`config.mk`:
```
export PLATFORM = sky130hd
export DESIGN_NAME = hamming_decoder
export DESIGN_NICKNAME = d
export VERILOG_FILES = /design/src/rtl/hamming_decoder.sv
export SDC_FILE = /design/constraint.sdc
export NUM_CORES = 1
export LEC_CHECK = 0
export ABC_CLOCK_PERIOD_IN_PS = 1600
export CAP_MARGIN = 10
export CORE_MARGIN = 2
export CORE_UTILIZATION = 46
export DETAILED_ROUTE_END_ITERATION = 16
export PLACE_DENSITY = 0.78
export SYNTH_ARGS = -nofsm -noshare
export SYNTH_HDL_FRONTEND = slang
export SYNTH_SLANG_ARGS = --single-unit
```
`constraint.sdc`:
```
create_clock -name clk -period 1.6 [get_ports clk]
set_input_delay 0.24 -clock clk [delete_from_list [all_inputs] [get_ports clk]]
set_output_delay 0.24 -clock clk [all_outputs]
set_load 0.02 [all_outputs]
```
`src/rtl/hamming_decoder.sv`:
```
// Hamming(12,8) SEC decoder with even parity, parity bits at positions 1,2,4,8, and one register stage.
// Define DECODER_ERR_COUNT_EN to add the saturating err_count port.
module hamming_decoder (
  input  logic        clk,
  input  logic        rst_n,
  input  logic        in_valid,
  input  logic [11:0] D,
`ifdef DECODER_ERR_COUNT_EN
  output logic [15:0] err_count,
`endif
  output logic        out_valid,
  output logic [7:0]  decodedCode,
  output logic [3:0]  syndrome,
  output logic        corrected,
  output logic        uncorrectable
);

  logic [3:0]  syn_d;
  logic [11:0] flip_d;
  logic [11:0] cw_d;
  logic [7:0]  data_d;
  logic        corr_d;
  logic        unc_d;

  logic        out_valid_q;
  logic [7:0]  data_q;
  logic [3:0]  syn_q;
  logic        corr_q;
  logic        unc_q;

  // D[i] holds Hamming position i+1.
  always_comb begin
    syn_d[0] = D[0] ^ D[2] ^ D[4] ^ D[6] ^ D[8] ^ D[10];
    syn_d[1] = D[1] ^ D[2] ^ D[5] ^ D[6] ^ D[9] ^ D[10];
    syn_d[2] = D[3] ^ D[4] ^ D[5] ^ D[6] ^ D[11];
    syn_d[3] = D[7] ^ D[8] ^ D[9] ^ D[10] ^ D[11];
  end

  // Syndromes 13..15 address no position, so the mask stays clear for them.
  always_comb begin
    flip_d = '0;
    for (int p = 1; p <= 12; p++)
      if (syn_d == 4'(p)) flip_d[p-1] = 1'b1;
  end

  always_comb begin
    cw_d   = D ^ flip_d;
    data_d = {cw_d[11], cw_d[10], cw_d[9], cw_d[8], cw_d[6], cw_d[5], cw_d[4], cw_d[2]};
    corr_d = (syn_d != 4'd0) && (syn_d <= 4'd12);
    unc_d  = (syn_d >= 4'd13);
  end

  always_ff @(posedge clk) begin
    if (!rst_n) begin
      out_valid_q <= 1'b0;
      data_q      <= '0;
      syn_q       <= '0;
      corr_q      <= 1'b0;
      unc_q       <= 1'b0;
    end else begin
      out_valid_q <= in_valid;
      if (in_valid) begin
        data_q <= data_d;
        syn_q  <= syn_d;
        corr_q <= corr_d;
        unc_q  <= unc_d;
      end
    end
  end

`ifdef DECODER_ERR_COUNT_EN
  logic [15:0] err_cnt_q;
  logic [15:0] err_cnt_d;

  always_comb begin
    err_cnt_d = err_cnt_q;
    if (in_valid && (corr_d || unc_d) && (err_cnt_q != 16'hFFFF))
      err_cnt_d = err_cnt_q + 16'd1;
  end

  always_ff @(posedge clk) begin
    if (!rst_n) err_cnt_q <= '0;
    else        err_cnt_q <= err_cnt_d;
  end

  assign err_count = err_cnt_q;
`endif

  assign out_valid     = out_valid_q;
  assign decodedCode   = data_q;
  assign syndrome      = syn_q;
  assign corrected     = corr_q;
  assign uncorrectable = unc_q;

endmodule

```
---- Word level (Yosys, flattened, before mapping) ----
Index checks and enable logic that the tools add are counted.
word-level totals
  bits in latches ......................... 0
  output and inout bits ................... 15
  memory bits (writable) .................. 0
  memories kept ........................... 0
  memory bits (read-only) ................. 0
  register bits ........................... 15
cells by class
  equality and inequality tests ........... 12
  multiplexer cells ....................... 12
  order comparisons ....................... 2
  add/subtract/negate cells ............... 0
  shifts and indexed selects .............. 0
  bitwise gates (word level) .............. 19
  div/mod/pow operators ................... 0
  reduce and logical (&&, ||, !) cells .... 2
  multipliers ............................. 0
operators with widths
  cell                                                       number
  equality test 4 bit (second input constant)                5
  XOR 1 bit                                                  18
  equality test 4 x 3 -> 1 bit (second input constant)       4
  2-to-1 mux 1 bit                                           12
  XOR 12 bit                                                 1
  equality test 4 x 2 -> 1 bit (second input constant)       2
  equality test 4 x 1 -> 1 bit (second input constant)       1
  greater-or-equal comparator 4 bit (second input constant)  1
  less-or-equal comparator 4 bit (second input constant)     1
  nonzero test 4 bit                                         1
  logical AND 1 bit                                          1

---- Depth between registers and ports, before layout ----
  depth after elaboration ................. 8
  gate-level depth with buffers ........... 5
  mapped depth without buffers ............ 4

---- Least setup slack after synthesis ----
OpenSTA, ideal clock, no wires.
  path kind ............................... in2reg
  start point ............................. input port D[11]
  end point ............................... register corr_q (netlist: corrected)
  required time ........................... 1,483 ps
  library setup time ...................... 117 ps
  data arrival time ....................... 1,370 ps
  buffers on the path ..................... 1
  stages on the path ...................... 5
  path slack .............................. 113 ps
  path through ............................ xor3_1 -> xnor2_1 -> buf_2 -> o211ai_1 -> a32o_1
between the ends
  longest elaborated chain between the ends .. 3
  elaborated cells on any way between the ends .. 5
  those cells by class .................... 1 x order compare; 2 x bitwise; 2 x reduce/logical
RTL lines
  element                                                               RTL line  source
  start: declaration                                                    7         input logic [11:0] D,
  XOR 1 bit, on equally long branches                                   35, 36
  less-or-equal comparator 4 bit or nonzero test 4 bit (tied branches)  49        corr_d = (syn_d != 4'd0) && (syn_d <= 4'd12);
  logical AND 1 bit (*)                                                 49
  end signal: assignment                                                65        corr_q <= corr_d;
  end: declaration                                                      28        logic corr_q;
Mark *: on every way between the ends. The rest lies on a longest branch, timed or not.
A chain may end at the register's enable or synchronous reset.

---- Worst setup path in the final report ----
  start point ............................. input port D[2]
  end point ............................... register data_q[2] (netlist: decodedCode[2])
between the ends
  longest elaborated chain between the ends .. 8
  elaborated cells on any way between the ends .. 13
  those cells by class .................... 1 x eq/ne; 1 x mux; 11 x bitwise
RTL lines
  element                                           RTL line  source
  XOR 1 bit, on equally long branches (5 in a row)  33, 34
  equality test 4 x 3 -> 1 bit (*)                  43        if (syn_d == 4'(p)) flip_d[p-1] = 1'b1;
  2-to-1 mux 1 bit (*)                              43
  XOR 12 bit (*)                                    47        cw_d = D ^ flip_d;
  end signal: assignment                            63        data_q <= data_d;
  end: declaration                                  26        logic [7:0] data_q;
Marks and branches as above.

==> out/metrics.csv <==
stage,metric,value,unit
clock_tree,clk_pin_slew,0.12,ns
setup_path,crit_chain,dlygate4sd2_1 -> xnor2_1 -> buf_4 -> xor3_2 -> a41oi_1 -> a211oi_2,
route,ant_nets,0,
route,wirelength,4820,um
setup_path,worstPathArrival,1.96,ns
place,dp_hpwl,1910,um
global_routing,antenna_found_initial,0,
cells_and_area,finish.utilization,90.3,%
place,place_inst,173,
setup_path,cp.required,1.79,ns
cells_and_area,area_delta_synth_final,89.1,%
logic_synthesis,yosysSeqAreaShare,29.0,%
pwr,ir_drop,0.000814,V
cells_and_area,stdcell_count,196,
clock_tree,clock_latency,0.30,ns
outcome,violations,setup timing,
clock_tree,clock_path_buffers,2,
place,port_buffers,29,
place,place_congestion,0.843,
timing,setup_violations,11,
timing,timing_worst_slew_pin_value,0.306,ns
cells_and_area,fin_area,1960,sq um
logic_synthesis,synth_top_family_by_area,XOR/XNOR gates,
logic_synthesis,syn-num-nets,117,
setup_path,cp_top_family,XOR/XNOR gates,
min_path,hp-class,in2reg,
pwr,p_leak,0.817,nW
logic_synthesis,synthTopCellsByCount,"dfxtp_1, nand2b_1",
logic_synthesis,syn_inst,102,
outcome,outcome,"finished, violations left",
timing,clock_skew,0,ns
setup_path,crit_path_max_fanout,5,
clock_tree,cts_tree,built,
setup_path,critPathSlowestCell,xor3_2,
route,routedWlPerCell,24.6,um
timing,report.final.slew_viol_count,0,
logic_synthesis,synth_compound_area_share,21.6,%
setup_path,crit_type,in2reg,
global_routing,grt_pass1_wl,6150,um
cells_and_area,num-nets-final,184,
setup_path,worst_setup_path_end_kind,register,
floorplanning,die-height,51.5,um
clock_tree,cts.sinks,15,
logic_synthesis,synth.most_common_cell,dfxtp_1,
timing,hold_viol,0,
route,vias,1219,
logic_synthesis,synthDistinctLibCells,25,
global_routing,grt.total_usage,32.4,%
logic_synthesis,synth_edf_count,0,
floorplanning,die_area,2650,sq um
logic_synthesis,ys.warnings.count,0,
logic_synthesis,synthDominantCellAreaShare,29.0,%
logic_synthesis,synth-simple-area-share,19.0,%
route,drc,0,
logic_synthesis,syn_avg_cell_area,10.2,sq um
route,drt_iter0_drc,32,
global_routing,grt_overflow_total,0,
floorplanning,die_w,51.5,um
cells_and_area,fill_cells,81,
floorplanning,boundaryPins,30,
logic_synthesis,async_reset_ff_share,0,%
global_routing,busiest_layer,met2,
global_routing,grt_start_max_net_pins,35,
logic_synthesis,ys_ff_latch,15,
timing,rsz0062_at_grt,true,
floorplanning,core_area,2170,sq um
logic_synthesis,synthAdderAreaFrac,0,%
logic_synthesis,synth-main-ff-cell,dfxtp_1,
clock_tree,cts.htree.levels,1,
global_routing,grt_pass1_vias,1159,
clock_tree,cts_root_buf,clkbuf_4,
timing,period_share,111,%
setup_path,critPathBufInv,2,
cells_and_area,antennaDiodeCount,0,
setup_path,cp-start-kind,input pin,
logic_synthesis,yosys.area.top_type,dfxtp_1,
logic_synthesis,synthMuxAreaShare,1.93,%
route,drt_pass1_iterations,4,
global_routing,grt_use_met3,4.09,%
global_routing,use_met1,44.1,%
pwr,powerDensity,997,nW/um^2
logic_synthesis,netlist_area,1040,sq um
job,drv_cap,0,
global_routing,met2_usage,52.6,%
timing,fin_crit,1.77,ns
route,via_per_inst,6.22,
place,place_area,1500,sq um
clock_tree,cts_inserted_buffers,3,
logic_synthesis,synthTopCellsByArea,"dfxtp_1, xnor3_2, a41oi_1, xnor2_1, a211oi_1",
setup_path,cpPeakStageDelay,0.55,ns
timing,slew_headroom,79.6,%
logic_synthesis,synth-xor-area-share,26.1,%
cells_and_area,drive_above_1_share,48.2,%
floorplanning,start_util,47.8,%
timing,clock.fmax,564,MHz
timing,fin_ws,-0.173,ns
floorplanning,core.rowCount,17,
-- cell type report --
| class | instances | area [sq um] | share of cell area, % |
|---|---|---|---|
| well taps | 28 | 35.0 | 1.79 |
| flip-flops and latches | 15 | 300 | 15.3 |
| clock inverters | 1 | 5.00 | 0.255 |
| repair buffers | 65 | 574 | 29.3 |
| clock buffers | 3 | 22.5 | 1.15 |
| multi-input cells | 84 | 1020 | 52.2 |
-- stage by stage --
| step | hold WS, ns | setup TNS [ns] | setup WS [ns] | total power [mW] |
|---|---|---|---|---|
| global route | 0.362 | -0.688 | -0.124 | 1.99 |
| global placement | 0.459 | -6.37 | -0.550 | 1.13 |
| CTS | 0.426 | 0 | 0.00668 | 1.67 |
| floorplan | 0.390 | 0 | 0.113 | 0.841 |
| detailed placement | 0.461 | -7.12 | -0.646 | 1.15 |
| finish | 0.380 | -0.837 | -0.173 | 1.95 |
-- report_power, final --
| part | total, mW | internal, mW | switching (mW) |
|---|---|---|---|
| Clock | 0.251 | 0.0934 | 0.157 |
| Combinational | 1.27 | 0.599 | 0.668 |
| Sequential | 0.436 | 0.413 | 0.0225 |
-- logic make-up after synthesis --
kind of cell | Yosys count
muxes | 2
buffers and inverters | 6
AOI/OAI and AO/OA | 30
and+or+nand+nor | 32
xor gates and xnor gates | 17
DFF | 15
-- worst min-delay path: stages --
cell and delay [ns]:
clkbuf_2 0.17, and2_1 0.17, a211oi_1 0.08
-- layer usage --
metal | vias to the layer above | wire length, um
li1 | 531 | -
met1 | 595 | 1950
met2 | 83 | 2400
met3 | 10 | 347
met4 | 0 | 126
met5 | - | 0
-- worst paths after layout --
kind                       start        endpoint  slack [ns]  cells past startpoint
hold reg to reg      syndrome[1]     syndrome[1]        0.50                      1
setup / recovery            D[2]  decodedCode[2]       -0.17                      6
setup reg to reg  decodedCode[6]  decodedCode[6]        0.78                      2
hold / removal              D[9]  decodedCode[5]        0.38                      3
-- state kept, by name, indices dropped and copies added, names as in the netlist --
signal	cells
uncorrectable	1
out_valid	1
decodedCode	8
corrected	1
syndrome	4
-- cell usage in the layout, fill, tap and decap left out, types with 6 or more instances in the layout --
master and count:
buf_4 26, buf_6 9, dlygate4sd2_1 6, dfxtp_1 15, nor4_4 7, and2_1 8
clkdlybuf4s50_1 17, nand2b_1 9, o21ai_0 8
-- repair_timing --
| action | 4_1_cts | 5_1_grt |
|---|---|---|
| cloned | 3 | 0 |
| endpoints found under the setup margin | 13 | 11 |
| resized for setup | 41 | 30 |
| pin swaps | 17 | 19 |
| buffers inserted | 10 | 6 |
| endpoints found under the hold margin | 0 | 0 |
| hold buffers | 0 | 0 |
(Power assumes the default switching activity.)
